`config.mk`:
```
export PLATFORM = sky130hd
export DESIGN_NAME = tx_mac_control
export DESIGN_NICKNAME = d
export VERILOG_FILES = /design/src/rtl/rx_tx_pkg.sv /design/src/rtl/crc32_byte.sv /design/src/rtl/tx_mac_control.sv
export SDC_FILE = /design/constraint.sdc
export NUM_CORES = 1
export LEC_CHECK = 0
export CAP_MARGIN = 5
export CORE_MARGIN = 1.5
export CORE_UTILIZATION = 55
export CTS_CLUSTER_SIZE = 30
export DETAILED_ROUTE_END_ITERATION = 16
export DONT_BUFFER_PORTS = 1
export PLACE_DENSITY = 0.78
export SYNTH_ARGS = -nofsm -noshare
export SYNTH_HDL_FRONTEND = slang
export SYNTH_HIERARCHICAL = 1
export SYNTH_SLANG_ARGS = --single-unit
export TNS_END_PERCENT = 20
```
`constraint.sdc`:
```
create_clock -name gmii_tx_clk_i -period 7.7 [get_ports gmii_tx_clk_i]
set_input_delay 1.54 -clock gmii_tx_clk_i [delete_from_list [all_inputs] [get_ports gmii_tx_clk_i]]
set_output_delay 1.54 -clock gmii_tx_clk_i [all_outputs]
set_load 0.02 [all_outputs]
```
`src/rtl/rx_tx_pkg.sv`:
```
// Shared constants and types for the per-port RX/TX MAC pair.
// The CRC constants serve both the TX FCS generator and the RX FCS checker.
package rx_tx_pkg;

  localparam int          GMII_DATA_WIDTH = 8;

  localparam logic [7:0]  PREAMBLE_BYTE   = 8'h55;
  localparam logic [7:0]  SFD_BYTE        = 8'hD5;
  localparam int          PREAMBLE_LEN    = 7;

  localparam logic [31:0] CRC32_POLY      = 32'hEDB88320;
  localparam logic [31:0] CRC32_INIT      = 32'hFFFFFFFF;
  localparam logic [31:0] CRC32_RESIDUE   = 32'hDEBB20E3;

  typedef enum logic [2:0] {
    ST_IDLE,
    ST_PREAMBLE,
    ST_DATA,
    ST_PAD,
    ST_FCS,
    ST_ABORT,
    ST_IFG
  } tx_state_t;

endpackage

```
`src/rtl/crc32_byte.sv`:
```
// One-byte step of the reflected Ethernet CRC-32, purely combinational.
// The unrolled chain shifts one bit per stage, LSB first.
module crc32_byte
  import rx_tx_pkg::*;
(
  input  logic [31:0] crc_in,
  input  logic [7:0]  data,
  output logic [31:0] crc_out
);

  logic [8:0][31:0] stage;

  assign stage[0] = crc_in ^ {24'h000000, data};

  generate
    for (genvar gi = 0; gi < 8; gi++) begin : g_bit
      assign stage[gi+1] = stage[gi][0] ? ({1'b0, stage[gi][31:1]} ^ CRC32_POLY)
                                        : {1'b0, stage[gi][31:1]};
    end
  endgenerate

  assign crc_out = stage[8];

endmodule

```
`src/rtl/tx_mac_control.sv`:
```
// GMII transmit MAC: preamble/SFD, frame bytes, zero pad, CRC-32 FCS and
// inter-frame gap, with abort on underrun or oversize.
module tx_mac_control
  import rx_tx_pkg::*;
#(
  parameter int DATA_WIDTH      = GMII_DATA_WIDTH,
  parameter int MIN_FRAME_BYTES = 60,
  parameter int MAX_FRAME_BYTES = 1514,
  parameter int IFG_CYCLES      = 12
) (
  input  logic                  gmii_tx_clk_i,
  input  logic                  gmii_tx_rst_n,
  input  logic [DATA_WIDTH-1:0] tx_data_i,
  input  logic                  tx_valid_i,
  input  logic                  tx_last_i,
  output logic                  tx_ready_o,
  output logic [DATA_WIDTH-1:0] gmii_tx_data_o,
  output logic                  gmii_tx_en_o,
  output logic                  gmii_tx_er_o,
  output logic                  tx_busy_o,
  output logic                  frame_done_o,
  output logic                  underrun_o
);

  localparam int          IFG_W   = $clog2(IFG_CYCLES + 1);
  localparam logic [10:0] MIN_CNT = 11'(MIN_FRAME_BYTES);
  localparam logic [10:0] MAX_CNT = 11'(MAX_FRAME_BYTES);
  localparam logic [2:0]  PRE_END = 3'(PREAMBLE_LEN - 1);
  localparam logic [IFG_W-1:0] IFG_END = IFG_W'(IFG_CYCLES);

  tx_state_t             state_reg, state_next;
  logic [2:0]            pre_cnt_reg;
  logic [10:0]           byte_cnt_reg;
  logic [1:0]            fcs_cnt_reg;
  logic [IFG_W-1:0]      ifg_cnt_reg;
  logic [31:0]           crc_reg;
  logic [31:0]           crc_calc;
  logic [31:0]           crc_inv;
  logic [7:0]            crc_feed;
  logic                  crc_en;
  logic [7:0]            fcs_byte;

  logic [DATA_WIDTH-1:0] txd_reg, txd_next;
  logic                  tx_en_reg, tx_en_next;
  logic                  tx_er_reg, tx_er_next;
  logic                  done_reg, done_next;
  logic                  underrun_reg, underrun_next;

  logic                  accept;
  logic                  oversize;

  crc32_byte u_crc32_byte (
    .crc_in  (crc_reg),
    .data    (crc_feed),
    .crc_out (crc_calc)
  );

  assign accept   = (state_reg == ST_DATA) && tx_valid_i;
  assign oversize = (byte_cnt_reg == MAX_CNT);
  assign crc_inv  = ~crc_reg;

  always_comb begin
    case (fcs_cnt_reg)
      2'd0:    fcs_byte = crc_inv[7:0];
      2'd1:    fcs_byte = crc_inv[15:8];
      2'd2:    fcs_byte = crc_inv[23:16];
      default: fcs_byte = crc_inv[31:24];
    endcase
  end

  // State register
  always_ff @(posedge gmii_tx_clk_i or negedge gmii_tx_rst_n) begin
    if (!gmii_tx_rst_n) begin
      state_reg <= ST_IDLE;
    end else begin
      state_reg <= state_next;
    end
  end

  // Next-state logic
  always_comb begin
    state_next = state_reg;
    case (state_reg)
      ST_IDLE: begin
        if (tx_valid_i) state_next = ST_PREAMBLE;
      end
      ST_PREAMBLE: begin
        if (pre_cnt_reg == PRE_END) state_next = ST_DATA;
      end
      ST_DATA: begin
        if (!tx_valid_i) begin
          state_next = ST_ABORT;
        end else if (oversize) begin
          // The offending byte may itself be the last one; nothing left to drain then.
          state_next = tx_last_i ? ST_IFG : ST_ABORT;
        end else if (tx_last_i) begin
          state_next = ((byte_cnt_reg + 11'd1) < MIN_CNT) ? ST_PAD : ST_FCS;
        end
      end
      ST_PAD: begin
        if ((byte_cnt_reg + 11'd1) >= MIN_CNT) state_next = ST_FCS;
      end
      ST_FCS: begin
        if (fcs_cnt_reg == 2'd3) state_next = ST_IFG;
      end
      ST_ABORT: begin
        if (tx_valid_i && tx_last_i) state_next = ST_IFG;
      end
      ST_IFG: begin
        if (ifg_cnt_reg == IFG_END) state_next = ST_IDLE;
      end
      default: state_next = ST_IDLE;
    endcase
  end

  // Output decode: next values of the registered GMII signals and pulses
  always_comb begin
    txd_next      = '0;
    tx_en_next    = 1'b0;
    tx_er_next    = 1'b0;
    done_next     = 1'b0;
    underrun_next = 1'b0;
    crc_feed      = 8'h00;
    crc_en        = 1'b0;
    tx_ready_o    = 1'b0;
    tx_busy_o     = (state_reg != ST_IDLE);
    case (state_reg)
      ST_IDLE: begin
        if (tx_valid_i) begin
          txd_next   = DATA_WIDTH'(PREAMBLE_BYTE);
          tx_en_next = 1'b1;
        end
      end
      ST_PREAMBLE: begin
        tx_en_next = 1'b1;
        txd_next   = (pre_cnt_reg == PRE_END) ? DATA_WIDTH'(SFD_BYTE)
                                              : DATA_WIDTH'(PREAMBLE_BYTE);
      end
      ST_DATA: begin
        tx_ready_o = 1'b1;
        tx_en_next = 1'b1;
        if (accept && !oversize) begin
          txd_next = tx_data_i;
          crc_feed = tx_data_i[7:0];
          crc_en   = 1'b1;
        end else begin
          tx_er_next    = 1'b1;
          underrun_next = 1'b1;
        end
      end
      ST_PAD: begin
        tx_en_next = 1'b1;
        crc_en     = 1'b1;
      end
      ST_FCS: begin
        tx_en_next = 1'b1;
        txd_next   = DATA_WIDTH'(fcs_byte);
        done_next  = (fcs_cnt_reg == 2'd3);
      end
      ST_ABORT: begin
        tx_ready_o = 1'b1;
      end
      default: ;
    endcase
  end

  always_ff @(posedge gmii_tx_clk_i or negedge gmii_tx_rst_n) begin
    if (!gmii_tx_rst_n) begin
      pre_cnt_reg  <= '0;
      byte_cnt_reg <= '0;
      fcs_cnt_reg  <= '0;
      ifg_cnt_reg  <= '0;
      crc_reg      <= '0;
    end else begin
      pre_cnt_reg <= (state_reg == ST_PREAMBLE) ? pre_cnt_reg + 3'd1 : 3'd0;
      fcs_cnt_reg <= (state_reg == ST_FCS) ? fcs_cnt_reg + 2'd1 : 2'd0;
      ifg_cnt_reg <= (state_reg == ST_IFG) ? ifg_cnt_reg + 1'b1 : '0;
      if (state_reg == ST_IDLE) begin
        byte_cnt_reg <= '0;
        if (tx_valid_i) crc_reg <= CRC32_INIT;
      end else if (crc_en) begin
        byte_cnt_reg <= byte_cnt_reg + 11'd1;
        crc_reg      <= crc_calc;
      end
    end
  end

  always_ff @(posedge gmii_tx_clk_i or negedge gmii_tx_rst_n) begin
    if (!gmii_tx_rst_n) begin
      txd_reg      <= '0;
      tx_en_reg    <= 1'b0;
      tx_er_reg    <= 1'b0;
      done_reg     <= 1'b0;
      underrun_reg <= 1'b0;
    end else begin
      txd_reg      <= txd_next;
      tx_en_reg    <= tx_en_next;
      tx_er_reg    <= tx_er_next;
      done_reg     <= done_next;
      underrun_reg <= underrun_next;
    end
  end

  assign gmii_tx_data_o = txd_reg;
  assign gmii_tx_en_o   = tx_en_reg;
  assign gmii_tx_er_o   = tx_er_reg;
  assign frame_done_o   = done_reg;
  assign underrun_o     = underrun_reg;

endmodule
```
==> results of run 1 <==
cell usage in the layout (no fill, tap or decap), drive strengths merged, types with 3 or more instances in the layout:
master | netlist | final
o31ai | 4 | 4
nand3b | 4 | 4
nor2 | 28 | 28
clkbuf | 8 | 10
nor2b | 4 | 4
a21oi | 5 | 5
nand4b | 3 | 3
and3 | 5 | 5
and2 | 9 | 9
buf | 11 | 3
o221ai | 8 | 8
nand4 | 3 | 3
inv | 11 | 11
xor2 | 17 | 17
nor3 | 6 | 6
o2111ai | 4 | 4
nand2 | 28 | 28
xnor2 | 57 | 57
nand2b | 9 | 9
o22a | 32 | 32
o21ai | 20 | 20
nand3 | 5 | 5
o21bai | 5 | 5
ha | 10 | 10
dfrtp | 66 | 66
per-stage QoR:
stage | hold WS (ps) | setup WS (ps) | util (%)
after floorplan | 432.2 | 4314 | -
after global placement | 449.2 | 3846 | 57.11
after detailed placement | 467.0 | 3766 | 57.11
after CTS | 477.0 | 4121 | 59.78
after global routing | 504.6 | 4007 | 59.78
final | 476.8 | 4113 | 59.82
routing by layer:
metal	part of all wire [%]	up-vias
li1	-	1356
met1	46	1439
met2	46	95
met3	5.7	21
met4	2.2	2
met5	0.14	-
worst max-delay path, stage by stage:
cell and delay, ps:
o41ai_2 50, nor2_1 620, and2_1 290, xnor2_2 230, xnor2_4 350, xor2_1 370, xor2_1 130, o22a_1 220
kinds of logic after synthesis:
family	count (synthesis)
AOI/OAI and AO/OA	98
xor gates and xnor gates	75
adders and majority gates	10
buffers and inverters	30
DFF	66
and+or+nand+nor	107
cell type report:
cell class                      count  area (um2)  area share [%]
Inverter                           11       41.29          0.9568
Multi-Input combinational cell    290        2281           52.86
Antenna cell                        1       2.502         0.05799
Clock inverter                      5       55.05           1.276
Timing Repair Buffer                3       22.52          0.5219
Clock buffer                       10       137.6           3.189
Tap cell                           99       123.9           2.870
Sequential cell                    66        1652           38.27
worst min-delay path by stage:
stage | to | slack (ps) | cells after the start
3_5_place_dp | pre_cnt_reg[0]$_DFF_PN0_ | 470 | 1
5_1_grt | pre_cnt_reg[0]$_DFF_PN0_ | 500 | 1
3_3_place_gp | pre_cnt_reg[0]$_DFF_PN0_ | 450 | 1
6_report | pre_cnt_reg[0]$_DFF_PN0_ | 480 | 1
2_1_floorplan | pre_cnt_reg[0]$_DFF_PN0_ | 430 | 1
4_1_cts | pre_cnt_reg[0]$_DFF_PN0_ | 480 | 1
==> out/results.txt, run 1 <==
Drt wl/cell = 18.31 um
Synth Flop Type = dfrtp_1
Ys async rst share = 100.0%
Hold Path Origin = pre_cnt_reg[0]$_DFF_PN0_
Grt ovf = 0
Mapped Nets = 408
IO buf count = 0
Crit path capture = crc_reg[29]$_DFFE_PN0P_
Worst Hold Class = flop to flop
Clock Latency Late Sink = 350 ps
Largest net degree at the start of global routing = 67
Core Area = 0.007214 mm2
Worst Reg-to-Reg Cells = 9
Ys Warns = 6
WS Path Type = input pin to flop
Worst r2r src = state_reg[2]$_DFFE_PN0P_
CP endpoint kind = flop
Met1 usage = 34.54%
Sequential area share after synthesis = 40.43%
Initial Util = 56.63%
Initial DRT Pass Iterations = 6
Clock-pin slew of the registers on the worst-case setup and hold paths = 70 ps
Endpoints failing setup = 0
Total CTS buffers = 9
Unique masters post-synth = 56
Final nets = 403
Gr busiest metal = met2
Post-Syn Instances = 386
Hold buffers post-CTS = 0
Vias per inst = 6.006
CTS max path bufs = 2
Compound-Gate Fraction of Synth Area = 18.74%
Main combinational cell family by area after synthesis = XOR/XNOR gates
Crit path from = tx_valid_i
P&R area growth vs syn = 5.636%
DR iter-0 viols = 203
First-pass GRT wire length = 14430 um
Area contributors post-synth = dfrtp_1 (40%), xnor2_1 (9.9%), o22a_1 (6.9%)
Placed Cells = 469
Critical path required time = 7930 ps
Skew final = 17.63 ps
M3 GR Usage = 5.817%
Post-DRT Antenna Nets = 0
Synth Area in Adders = 3.063%
Crit start category = input pin
Vias in the first global route = 2775
Max-Cap Viols = 0
CTS tree = done
EDFF count, synth = 0
Worst path arrival time = 3810 ps
Die height = 89.19 um
Max-slew violation count = 0
Final non-filler cell total = 485
Syn Area/Cell = 10.58 um2
Number of synthesized register bits = 66
RSZ-0062 raised after global routing = no
DP HPWL = 6070 um
Fin crit share = 46.58%
H-tree levels = 3
Post-Synth XOR/XNOR Area = 20.74%
GRT met2 Usage = 35.54%
Simple-gate share of the synthesized area = 13.23%
Synth area leader = dfrtp_1
Layout cell share with drive strength beyond 1 = 11.17%
Die Width = 89.19 um
FMAX = 278.8 MHz
Vias = 2913
Routed wire length = 8881 um
Setup TNS = 0 ps
Finished Cell Area = 0.004315 mm2
GP Congestion = 0.8851
Post-CTS Resized = 0
Top cell type's share of synthesized area = 40.43%
Post-placement cell area = 0.004120 mm2
Max reg flops = 32
Mux contribution to synthesized area = 0%
Post-CTS setup buffers = 0
Most instantiated library cell after synthesis = dfrtp_1
Slew Limit Headroom = 46.74%
DRC = 0
R2R setup slack = 4310 ps
List of most frequent post-synthesis cells = dfrtp_1 (66), xnor2_1 (46), o22a_1 (32), nand2_1 (28), nor2_1 (28)
Status = completed
Hold Violations, Final = 0
Overall routing resource usage = 24.47%
I/O pin cnt = 26
CTS Sinks = 66
Worst flop-to-flop path endpoint = crc_reg[29]$_DFFE_PN0P_
Largest fanout on the critical path = 10
Synthesized area = 0.004085 mm2
Row cnt = 31
Min Tclk post-route = 3587 ps
Clock root cell = clkbuf_8
Fill cells = 590
Die area = 0.007954 mm2
Initial antenna violation count = 2
Worst-Margin Slew = 796.0 ps
Power of run 1 is left out: the tool's default activity adds up to more than one toggle a clock period on the data nets, which glitch-free logic cannot reach.
==> run 2: changes to the inputs <==
==> constraint.sdc (replaced) <==
create_clock -name gmii_tx_clk_i -period 3.55 [get_ports gmii_tx_clk_i]
set_input_delay 0.71 -clock gmii_tx_clk_i [delete_from_list [all_inputs] [get_ports gmii_tx_clk_i]]
set_output_delay 0.71 -clock gmii_tx_clk_i [all_outputs]
set_load 0.02 [all_outputs]
==> run 2 against run 1 <==
Net effect: setup slack worse by 3800 ps; routed wire length down 0.66%; non-clock buffer count up 3; critical path type is now flop to flop; largest cell class unchanged; highest routed layer unchanged.
==> out/results.txt, run 2 (synthesis gave the netlist of run 1 again) <==
Clock-pin slew of the registers on the worst-case setup and hold paths = 80 ps (about the same)
Critical path required time = 3780 ps (-4150 ps)
Worst-Margin Slew = 775.7 ps (-20.29 ps)
Die area = 0.007954 mm2 (unchanged)
Crit path from = byte_cnt_reg[0]$_DFFE_PN0P_
Initial DRT Pass Iterations = 7 (+1)
Worst Hold Class = input pin to asynchronous set/reset pin
Hold Violations, Final = 0 (unchanged)
Post-CTS Resized = 0 (unchanged)
Largest fanout on the critical path = 10 (unchanged)
WS Path Type = flop to flop
CTS tree = done
Fin crit share = 92.51%
DRC = 0 (unchanged)
Routed wire length = 8822 um (-0.66%)
Total CTS buffers = 9 (unchanged)
Vias in the first global route = 2746 (-1.0%)
Max reg flops = 32 (unchanged)
Endpoints failing setup = 0 (unchanged)
First-pass GRT wire length = 14060 um (-2.6%)
Slew Limit Headroom = 48.10% (+1.4 points)
GP Congestion = 0.8562 (-3.3%)
I/O pin cnt = 26 (unchanged)
Initial Util = 56.63% (unchanged)
Most frequent cells in the layout = dfrtp_1 (66), xnor2_1 (46), o22a_1 (32)
Die Width = 89.19 um (unchanged)
Most common cell after layout, fill and taps aside = dfrtp_1
Skew final = 11.87 ps (-5.765 ps)
Core Area = 0.007214 mm2 (unchanged)
Overall routing resource usage = 23.61% (-0.86 points)
Die height = 89.19 um (unchanged)
FMAX = 304.5 MHz
Drt wl/cell = 18.04 um (-1.5%)
Max-slew violation count = 0 (unchanged)
Grt ovf = 0 (unchanged)
Post-CTS setup buffers = 0 (unchanged)
P&R area growth vs syn = 6.493%
Worst r2r src = byte_cnt_reg[0]$_DFFE_PN0P_
Vias per inst = 6.002 (about the same)
Largest net degree at the start of global routing = 67 (unchanged)
Worst path arrival time = 3510 ps (-300 ps)
Min Tclk post-route = 3284 ps
Vias = 2935 (+0.76%)
Clock root cell = clkbuf_8
Clock Latency Late Sink = 350 ps (about the same)
CP endpoint kind = flop
Row cnt = 31 (unchanged)
RSZ-0062 raised after global routing = no
DR iter-0 viols = 218 (+7.4%)
CTS Sinks = 66 (unchanged)
CTS max path bufs = 2 (unchanged)
Setup TNS = 0 ps (unchanged)
Hold buffers post-CTS = 0 (unchanged)
Layout cell share with drive strength beyond 1 = 11.83% (+0.66 points)
DP HPWL = 5958 um (-1.8%)
Crit start category = flop
Max-Cap Viols = 0 (unchanged)
Post-DRT Antenna Nets = 0 (unchanged)
IO buf count = 0 (unchanged)
Status = completed
H-tree levels = 3 (unchanged)
Final nets = 406 (+0.74%)
Initial antenna violation count = 2 (unchanged)
## run 2: cell count changes in the layout (fill, tap and decap cells not counted)
cell      change
clkbuf_8      +1
clkinv_2      -1
clkbuf_1      +1
buf_4         +3
## run 2: through the flow
step | hold WS [ps] | instances | area [um2] | worst slack [ps] | utilization, %
after global placement | 418.2 | 472 | 4143 | 382.8 | 57.42
after global routing | 29.76 | 488 | 4348 | 125.5 | 60.27
after detailed placement | 417.5 | 472 | 4143 | 330.3 | 57.42
after floorplan | 414.4 | 386 | 4085 | 776.6 | -
after CTS | 34.27 | 488 | 4348 | 282.0 | 60.27
final | 52.31 | 489 | 4350 | 266.0 | 60.30
## run 2: metal layers
metal | GRT usage [%] | wire length, um | vias up
li1 | - | - | 1364
met1 | 32.42 | 3983 | 1444
met2 | 35.20 | 4121 | 111
met3 | 6.187 | 588 | 14
met4 | 10.21 | 114 | 2
met5 | 0 | 13 | -
## run 2: worst max-delay path, cell delays in order, from the launching register on
cell and delay, ps:
dfrtp_1 450, inv_1 70, ha_1 200, nand4b_1 120
o41ai_2 80, nor2_1 610, and2_1 320, xnor2_2 190
xnor2_4 350, xor2_1 420, xnor2_1 140, o22a_1 220
## run 2: final timing paths
path,slack [ps],endpoint,cells after the start
worst max-delay path,270,crc_reg[26]$_DFFE_PN0P_,11
worst min-delay path,50,byte_cnt_reg[4]$_DFFE_PN0P_,0
worst max register to register,270,crc_reg[26]$_DFFE_PN0P_,11
worst min register to register,470,pre_cnt_reg[0]$_DFF_PN0_,1
max in group asynchronous,3390,state_reg[2]$_DFFE_PN0P_,0
min in group gmii_tx_clk_i,470,pre_cnt_reg[0]$_DFF_PN0_,1
## run 2: area by class of cell
cell class              instances  area (um2)
clock inverters                 4       50.05
flip-flops and latches         66        1652
diodes                          1       2.502
repair buffers                  6       45.04
well taps                      99       123.9
fillers                       596        2864
clock buffers                  12       155.1
inverters                      11       41.29
multi-input cells             290        2281
Power of run 2 is left out for the same reason.
